### src/rtl/mem_wr_demux4_pkg.sv
// Shared types and constants for the four-bank byte write demultiplexer.
package mem_wr_demux4_pkg;
  localparam int NUM_BANKS = 4;
  localparam int BYTE_W    = 8;
  localparam int SEL_W     = $clog2(NUM_BANKS);

  typedef enum logic [1:0] {
    IDLE  = 2'd0,
    WRITE = 2'd1,
    ACK   = 2'd2
  } state_t;

  // Even-parity bit: set when the byte holds an odd number of ones.
  function automatic logic even_parity(input logic [BYTE_W-1:0] b);
    return ^b;
  endfunction
endpackage

### src/rtl/mem_wr_demux4_demux1x4.sv
// Decodes a bank index plus enable into a one-hot write strobe.
module demux1x4
  import mem_wr_demux4_pkg::*;
(
  input  logic                 en,
  input  logic [SEL_W-1:0]     sel,
  output logic [NUM_BANKS-1:0] onehot
);

  for (genvar gi = 0; gi < NUM_BANKS; gi++) begin : g_dec
    assign onehot[gi] = en && (sel == SEL_W'(gi));
  end

endmodule

### src/rtl/mem_wr_demux4.sv
// Four-bank byte write demultiplexer with a four-phase req/ack handshake.
// Optional per-bank even parity outputs when WR_PARITY_EN is defined.
module mem_wr_demux4
  import mem_wr_demux4_pkg::*;
(
  input  logic                 clk,
  input  logic                 rst_n,
  input  logic                 wr_req,
  input  logic [SEL_W-1:0]     wr_sel,
  input  logic [BYTE_W-1:0]    wr_data,
  output logic                 wr_ack,
  output logic                 busy,
  output logic [NUM_BANKS-1:0] bank_we,
  output logic [BYTE_W-1:0]    bank0,
  output logic [BYTE_W-1:0]    bank1,
  output logic [BYTE_W-1:0]    bank2,
  output logic [BYTE_W-1:0]    bank3
`ifdef WR_PARITY_EN
  ,
  output logic [NUM_BANKS-1:0] bank_par
`endif
);

  state_t               state_q, state_d;
  logic [SEL_W-1:0]     sel_q, sel_d;
  logic [BYTE_W-1:0]    data_q, data_d;
  logic [NUM_BANKS-1:0] bank_we_q, bank_we_d;
  logic                 wr_ack_q, wr_ack_d;
  logic                 busy_q, busy_d;
  logic [BYTE_W-1:0]    bank_q [NUM_BANKS];
  logic [BYTE_W-1:0]    bank_d [NUM_BANKS];
  logic [NUM_BANKS-1:0] dec_onehot;
  logic                 dec_en;

  // Strobe is decoded from the live request so it is registered into WRITE.
  assign dec_en = (state_q == IDLE) && wr_req;

  demux1x4 u_demux (
    .en     (dec_en),
    .sel    (wr_sel),
    .onehot (dec_onehot)
  );

  always_comb begin
    state_d   = state_q;
    sel_d     = sel_q;
    data_d    = data_q;
    bank_we_d = '0;
    case (state_q)
      IDLE: begin
        if (wr_req) begin
          state_d   = WRITE;
          sel_d     = wr_sel;
          data_d    = wr_data;
          bank_we_d = dec_onehot;
        end
      end
      WRITE:   state_d = ACK;
      ACK:     if (!wr_req) state_d = IDLE;
      default: state_d = IDLE;
    endcase
    busy_d   = (state_d != IDLE);
    wr_ack_d = (state_d == ACK);
  end

  always_ff @(posedge clk or negedge rst_n) begin
    if (!rst_n) begin
      state_q   <= IDLE;
      sel_q     <= '0;
      data_q    <= '0;
      bank_we_q <= '0;
      wr_ack_q  <= 1'b0;
      busy_q    <= 1'b0;
    end else begin
      state_q   <= state_d;
      sel_q     <= sel_d;
      data_q    <= data_d;
      bank_we_q <= bank_we_d;
      wr_ack_q  <= wr_ack_d;
      busy_q    <= busy_d;
    end
  end

  for (genvar gi = 0; gi < NUM_BANKS; gi++) begin : g_bank
    always_comb begin
      bank_d[gi] = bank_q[gi];
      if (state_q == WRITE && sel_q == SEL_W'(gi)) bank_d[gi] = data_q;
    end

    always_ff @(posedge clk or negedge rst_n) begin
      if (!rst_n) bank_q[gi] <= '0;
      else        bank_q[gi] <= bank_d[gi];
    end
  end

`ifdef WR_PARITY_EN
  logic [NUM_BANKS-1:0] par_q, par_d;

  // Parity tracks the byte: it is captured on the same edge as the bank write.
  for (genvar gi = 0; gi < NUM_BANKS; gi++) begin : g_par
    always_comb begin
      par_d[gi] = par_q[gi];
      if (state_q == WRITE && sel_q == SEL_W'(gi)) par_d[gi] = even_parity(data_q);
    end
  end

  always_ff @(posedge clk or negedge rst_n) begin
    if (!rst_n) par_q <= '0;
    else        par_q <= par_d;
  end

  assign bank_par = par_q;
`endif

  assign wr_ack  = wr_ack_q;
  assign busy    = busy_q;
  assign bank_we = bank_we_q;
  assign bank0   = bank_q[0];
  assign bank1   = bank_q[1];
  assign bank2   = bank_q[2];
  assign bank3   = bank_q[3];

endmodule

### config.mk
export PLATFORM = sky130hd
export DESIGN_NAME = mem_wr_demux4
export DESIGN_NICKNAME = d
export VERILOG_FILES = /design/src/rtl/mem_wr_demux4_pkg.sv /design/src/rtl/mem_wr_demux4_demux1x4.sv /design/src/rtl/mem_wr_demux4.sv
export SDC_FILE = /design/constraint.sdc
export NUM_CORES = 1
export LEC_CHECK = 0
export CORE_MARGIN = 3
export CORE_UTILIZATION = 49
export CTS_BUF_LIST = sky130_fd_sc_hd__clkbuf_8
export CTS_CLUSTER_SIZE = 20
export DETAILED_ROUTE_END_ITERATION = 8
export PLACE_DENSITY = 0.9
export SYNTH_ARGS = -nofsm -noshare
export SYNTH_HDL_FRONTEND = slang
export SYNTH_SLANG_ARGS = --single-unit
### constraint.sdc
create_clock -name clk -period 2.2 [get_ports clk]
set_clock_uncertainty 0.15 [all_clocks]
set_input_delay 0.22 -clock clk [delete_from_list [all_inputs] [get_ports clk]]
set_output_delay 0.22 -clock clk [all_outputs]
set_load 0.1 [all_outputs]
# Yosys cells after proc, flatten, opt, wreduce, memory -nomap -nowiden
# Cells that the tools add are included.
[word_totals]
word_cells = 38
ff_bits = 50
inputBits = 13
output_inout_bits = 38
[classes]
muxes = 5
reduce_logical = 14
n_eq_ne = 9
[op_table]
columns = ["operator", "count"]
rows = [
  ["$eq A2 B2 Y1 const B", 6],
  ["$logic_and A1 B1 Y1", 9],
  ["$mux W4", 2],
  ["$eq A2 B1 Y1 const B", 3],
  ["$logic_not A2 Y1", 3],
  ["$pmux W2 S3", 1],
  ["$mux W2", 2],
  ["$reduce_and A2 Y1", 1],
  ["$reduce_bool A2 Y1", 1],
]

# Longest topological paths before layout
[logic_depth]
depth_word = 5
ltp_mapped = 4

# Cells and area by module
# Synthesis repeated with hierarchy kept, for this count alone.
[unflattened]
hier_cells = 116
hier_area_um2 = 1939.4
[by_module_without_submodules]
columns = ["module", "area_each_um2", "cells_per_inst", "seq_area_each_um2", "instances"]
rows = [
  ["mem_wr_demux4", 1901.8, 112, 1251.2, 1],
  ["demux1x4", 37.5, 4, 0.0, 1],
]

# Least setup slack after synthesis
# No wires, ideal clock.
[synth_timing]
kind = "register to register"
startpoint = "register state_q[0]"
endpoint = "register data_q[3]"
path_stages_with_launch = 5
arrival_time_ns = 1.315
path_buffers = 2
required_ns = 1.925
setup_time_ns = 0.125
setup_slack_ns = 0.610
period_less_slack_ns = 1.590
path_cell_list = "dfrtp_1 -> clkbuf_2 -> nor3b_4 -> buf_4 -> mux2_2"
[synth_via]
elab_chain_len = 2
[synth_rtl]
columns = ["element", "line", "source"]
rows = [
  ["start, declared", "mem_wr_demux4.sv:24", "state_t state_q, state_d;"],
  ["start signal, assigned", "mem_wr_demux4.sv:75", "state_q <= state_d;"],
  ["$logic_not A2 Y1", "mem_wr_demux4.sv:49", "case (state_q)"],
  ["$reduce_and A2 Y1 (no line)", "--", ""],
  ["end signal, assigned", "mem_wr_demux4.sv:77", "data_q <= data_d;"],
  ["end, declared", "mem_wr_demux4.sv:26", "logic [BYTE_W-1:0] data_q, data_d;"],
]
# No other way between the ends.
# A chain may end at the register's enable or synchronous reset.

# Worst setup path in the final report
[layout_timing]
startpoint = "register state_q[1]"
endpoint = "register bank_q, in the netlist bank3[2]"
[layout_via]
elab_chain_len = 2
[layout_rtl]
columns = ["element", "line", "source"]
rows = [
  ["$eq A2 B1 Y1", "mem_wr_demux4.sv:87", "if (state_q == WRITE && sel_q == SEL_W'(gi)) bank_d[gi] = data_q;"],
  ["$logic_and A1 B1 Y1", "mem_wr_demux4.sv:87", ""],
  ["end signal, assigned by index", "mem_wr_demux4.sv:92", "else bank_q[gi] <= bank_d[gi];"],
  ["end, declared", "mem_wr_demux4.sv:30", "logic [BYTE_W-1:0] bank_q [NUM_BANKS];"],
]
# No other way between the ends.

==> impl_metrics.py <==
metrics = {
    "floorplanning": {
        "num_rows": 21,
        "die-area_um2": 4625,
        "io_pins": 51,
        "core_area_um2": 3521,
        "die_h_um": 68.01,
        "die_w_um": 68.01,
        "start_util": 0.5352,
    },
    "critical_path": {
        "cp-end-kind": "flop",
        "critPathKind": "reg2reg",
        "critical-path-top-delay-family": "simple AND/OR/NAND/NOR gates",
        "cp_slowest_cell": "nand4b_1",
        "reg2reg_from": "state_q[1]",
        "r2r_end": "bank3[2]",
        "reg2reg_depth": 2,
        "worstPathArrival_ns": 1.77,
        "regToRegSetupSlack_ns": 0.45,
        "worstPathRequired_ns": 2.23,
        "crit_fanout": 8,
        "cp_cell_sequence": "nand4b_1 > mux2_2",
        "slowest_delay_ns": 0.55,
        "crit_buf_inv": 0,
        "critPathLaunchType": "flop",
    },
    "synthesis": {
        "yosysTopAreaCellShare": 0.6640,
        "ys_types": 17,
        "syn_nets": 124,
        "synth_edf_count": 0,
        "yosys_warnings": 0,
        "synth_most_common_cell": "dfrtp_1",
        "synth-main-ff-cell": "dfrtp_1",
        "ys_async_sr_fraction": 1.000,
        "syn_area_um2": 1884,
        "ys_top_cells_by_count": "dfrtp_1, mux2_2",
        "ys_seq_elements": 50,
        "netlist_instances": 111,
        "avgSynthCellArea_um2": 16.98,
        "seq_area_frac_synth": 0.6640,
        "yosys-top-cells-area": "dfrtp_1, mux2_2, and4bb_2, nor4b_4, nor3b_4",
        "yosysTopAreaCell": "dfrtp_1",
    },
    "placed_design": {
        "gp_congestion": 0.7077,
        "io_buffer_count": 50,
        "dp_hpwl_um": 2584,
    },
    "finish": {
        "fin_util": 0.7143,
        "drive_gt1_frac": 0.5706,
        "antennaDiodeCount": 0,
        "area_growth_pct": 33.47,
        "nets": 182,
        "fillers": 252,
    },
    "timing": {
        "drv_slew": 0,
        "period_needed_ns": 1.747,
        "fin_crit_sh": 0.7939,
        "max_freq_mhz": 572.5,
        "rsz0062_at_grt": "false",
        "setup_tns_ns": 0,
        "hold_viol": 0,
        "slew_headroom": 0.6562,
        "tightest_slew_ns": 0.5130,
        "finalSetupViolations": 0,
    },
    "clocking": {
        "clkSlewWorstSetupHoldPaths_ns": 0.09,
        "ctsLongestPathBuffers": 2,
        "cts_tree": "done",
        "clkLatencyLatePin_ns": 0.29,
        "cts_made_buffers": 5,
        "cts_sinks": 50,
        "post_cts_resized": 0,
        "ctsHtreeMaxLevel": 2,
        "clock_tree.root_cell": "clkbuf_8",
    },
    "global_routing": {
        "grt_pass1_vias": 1169,
        "grt_antenna_before_repair": 0,
        "grt_max_degree": 51,
        "track_usage": 0.1709,
        "grt_pass1_wl_um": 5692,
        "grt_overflow": 0,
    },
    "route": {
        "viasPerCell": 5.056,
        "ant_nets": 0,
        "routed_wl_um": 3600,
        "drc": 0,
        "post_drt_wl_per_cell_um": 16.67,
        "via_count": 1092,
        "drt_pre_antenna_iters": 3,
        "drt_iter0_drc": 68,
    },
    "flow_run": {
        "drv_cap": 0,
    },
    "hold_path": {
        "hold_class": "in2async",
    },
    "run_status": {
        "status": "finished, final reports clean",
    },
}
-- cells by family (layout without fill, tap and decap cells) --
kind of cell | after synthesis | after routing | synth area share
multiplexers | 42 | 42 | 0.2510
buffers and inverters | 5 | 64 | 0.01394
AND/OR/NAND/NOR | 13 | 13 | 0.06840
flip-flops | 50 | 50 | 0.6640
AO/OA/AOI/OAI | 1 | 1 | 0.002653
-- worst max path at each step --
stage               startpoint         to  slack [ns]  cells after the start
finish              state_q[1]   bank3[2]        0.45                      2
global route        state_q[1]   bank3[0]        0.39                      2
CTS                 state_q[1]   bank3[2]        0.43                      2
detailed placement      wr_req  data_q[5]        0.40                      4
global placement        wr_req  data_q[3]        0.45                      4
floorplan           state_q[0]  data_q[3]        0.61                      4
-- metrics by stage --
step / std cells / worst slack [ns] / area, um2 / hold slack, ns
final: 216 / 0.4534 / 2515 / 0.3035
after global routing: 216 / 0.3911 / 2515 / 0.3276
after CTS: 216 / 0.4296 / 2515 / 0.3066
after detailed placement: 207 / 0.3963 / 2362 / 0.07988
after global placement: 207 / 0.4503 / 2362 / 0.06887
after floorplan: 111 / 0.6102 / 1884 / -0.2256
-- worst reg2reg max path, stage by stage (launching register included) --
cell	delay, ns
dfrtp_1	0.49
nand4b_1	0.55
mux2_2	0.45
-- placed cells by master, fill, tap and decap left out --
master | Yosys | routed
dfrtp_1 | 50 | 50
mux2_2 | 42 | 42
buf_4 | 1 | 41
clkdlybuf4s50_1 | 0 | 11
clkbuf_8 | 0 | 6
nand2_1 | 2 | 2
and3b_1 | 2 | 2
and4bb_2 | 2 | 2
bufinv_16 | 0 | 2
nand2b_1 | 1 | 1
nand3b_1 | 1 | 1
nor3b_4 | 1 | 1
nor3b_1 | 1 | 1
inv_1 | 1 | 1
o21ai_0 | 1 | 1
and3_1 | 1 | 1
nand4b_1 | 1 | 1
nor4b_4 | 1 | 1
dlygate4sd3_1 | 0 | 1
buf_2 | 2 | 1
buf_12 | 0 | 1
-- area by class of cell --
class	count	area [um2]	area share
sequential	50	1251	0.4975
multi-input combinational	56	606.8	0.2413
timing repair buffer	55	452.9	0.1801
clock buffer	6	82.58	0.03284
clock inverter	2	60.06	0.02388
tap	46	57.56	0.02289
inverter	1	3.754	0.001493
-- layer usage --
layer	vias up	GRT usage	part of all wire	wire [um]
li1	507	-	-	-
met5	-	0	0	0
met1	556	0.2030	0.41	1493
met4	0	0.06700	0.0069	25
met2	27	0.2948	0.53	1909
met3	2	0.04433	0.048	173
-- sequential cells by signal, summed over array words and instances (netlist names) --
| name | cells |
|---|---|
| bank0 | 8 |
| wr_ack | 1 |
| data_q | 8 |
| bank_we | 4 |
| busy | 1 |
| bank3 | 8 |
| bank1 | 8 |
| sel_q | 2 |
| bank2 | 8 |
| state_q | 2 |
-- what timing repair did --
action                    CTS  global route
setup buffers               0             0
hold buffers                1             0
hold endpoints to repair   50             0
Power is not shown: default switching activity piles up to over one toggle a cycle in this logic, so the estimate is an artifact.
==> RTL edit: new RTL, same settings <==
Add a define of `WR_PARITY_EN`.
--- a/src/rtl/mem_wr_demux4.sv
+++ b/src/rtl/mem_wr_demux4.sv
@@ -1,5 +1,7 @@
 // Four-bank byte write demultiplexer with a four-phase req/ack handshake.
 // Optional per-bank even parity outputs when WR_PARITY_EN is defined.
+`define WR_PARITY_EN
+
 module mem_wr_demux4
   import mem_wr_demux4_pkg::*;
 (
Behaviour (old outputs only; new: bank_par): unchanged (Yosys induction, for registers that start in step).
==> RTL edit against the original RTL <==
Die area up 8.6%; wire length is 17% higher; area after synthesis is 9.5% higher; critical endpoint is now bank1[4]$_DFFE_PN0P_; sequential share of layout area is 0.18 points higher; cell area grew 7.6%; count of clock-buffer cells in the layout is 1 lower; setup slack worse by 64 ps; sequential cell count increased by 4; cell count increased by 13%.
Power is left out: the tool's default activity adds up to more than one toggle a clock period on the data nets, which glitch-free logic cannot reach.
==> RTL edit: results <==
set metrics [dict create \
    status "completed" \
    synth_xor_area_share_pct 2.97 \
    synth-main-ff-cell "dfrtp_1" \
    clk_pin_slew_ps 90 \
    placedCellCount 234 \
    grt_pass1_wl_um 7000 \
    antenna_found_initial 0 \
    synth_fp_nets 143 \
    first_global_vias 1352 \
    htree_levels 2 \
    r2r_end "bank1[4]$_DFFE_PN0P_" \
    port_buffers 54 \
    synth_compound_area_share_pct 1.70 \
    synth.mux.area_fraction_pct 22.4 \
    clk_latency_ps 300 \
    grt_max_degree 30 \
    r2r_start "state_q[1]$_DFF_PN0_" \
    yosysWarnings 0 \
    final_nets 207 \
    cts_buffer_depth 2 \
    yosys-top-cells-area "dfrtp_1 (65%), mux2_2 (22%), xnor2_1 (3.0%)" \
    post_cts_resized 0 \
    hpwl_um 3120 \
    cts_setup_buffers 0 \
    wl_per_cell_um 17.4 \
    crit_arrival_ps 1850 \
    async_flop_share_pct 100 \
    cts_root_buffer "clkbuf_8" \
    synth_seq_area_share_pct 65.5 \
    drtIter0Drc 50 \
    finalWirelength_um 4230 \
    yosys-top-cells-count "dfrtp_1 (54), mux2_2 (41), xnor2_1 (7)" \
    path_class "reg -> reg" \
    cts_buffers 5 \
    relSlewSlack_pct 58.4 \
    vias_per_cell 5.13 \
    gp_congestion 0.877 \
    grt_usage_pct 18.6 \
    drt_pass1_iterations 4 \
    avgSynthCellArea_um2 15.9 \
    min_path_type "in -> async" \
    drive_gt1_share_pct 52.3 \
    yosys.cell_types.count 17 \
    critPathMaxFanout 10 \
    r2r_setup_slack_ps 390 \
    ff2ff_path_depth 3 \
    antenna_cells 0 \
    synthAdderAreaFrac_pct 0 \
]
RTL edit: changes by cell type after synthesis, sizes merged, moves of 3 or more:
cell	before	now
a21oi	0	3
dfrtp	50	54
o21ai	1	4
nor2	0	5
xnor2	0	7
RTL edit: stage by stage:
stage,setup WS [ps],cell area (um2)
floorplan,624,2060
global placement,486,2590
detailed placement,426,2590
CTS,402,2710
global route,340,2710
finish,390,2710
RTL edit: critical path: stages (launching register included):
cell and delay, ps:
dfrtp_1 430, nand2b_4 200, nor3_4 500, mux2_2 420
RTL edit: repair_timing:
item,in CTS,in global routing
endpoints found under the setup margin,0,0
hold endpoints to repair,25,0
hold buffers,1,0
RTL edit: logic make-up after synthesis:
family / Yosys count
AND/OR/NAND/NOR: 17
flip-flops: 54
multiplexers: 41
AO/OA/AOI/OAI: 7
buffers and inverters: 4
XOR/XNOR: 7
RTL edit: per-layer routing:
metal	global-route usage, %	part of all wire (%)
met1	23.3	42
met2	30.3	52
met3	5.82	5.1
met4	7.52	1.1
met5	0	0
RTL edit: how the worst min path moves through the flow:
| stage | end | slack, ps |
|---|---|---|
| after floorplan | bank0[0]$_DFFE_PN0P_ | -230 |
| after global placement | bank1[1]$_DFFE_PN0P_ | 90 |
| after detailed placement | bank3[1]$_DFFE_PN0P_ | 110 |
| after CTS | bank0[1]$_DFFE_PN0P_ | 300 |
| after global routing | state_q[1]$_DFF_PN0_ | 340 |
| final | bank_we[0]$_DFF_PN0_ | 290 |
RTL edit: cell type report:
class	count	area, um2
inverter	2	7.51
fill	256	1150
clock inverter	3	41.3
sequential	54	1350
tap	48	60.1
multi-input combinational	72	694
clock buffer	5	68.8
timing repair buffer	59	483
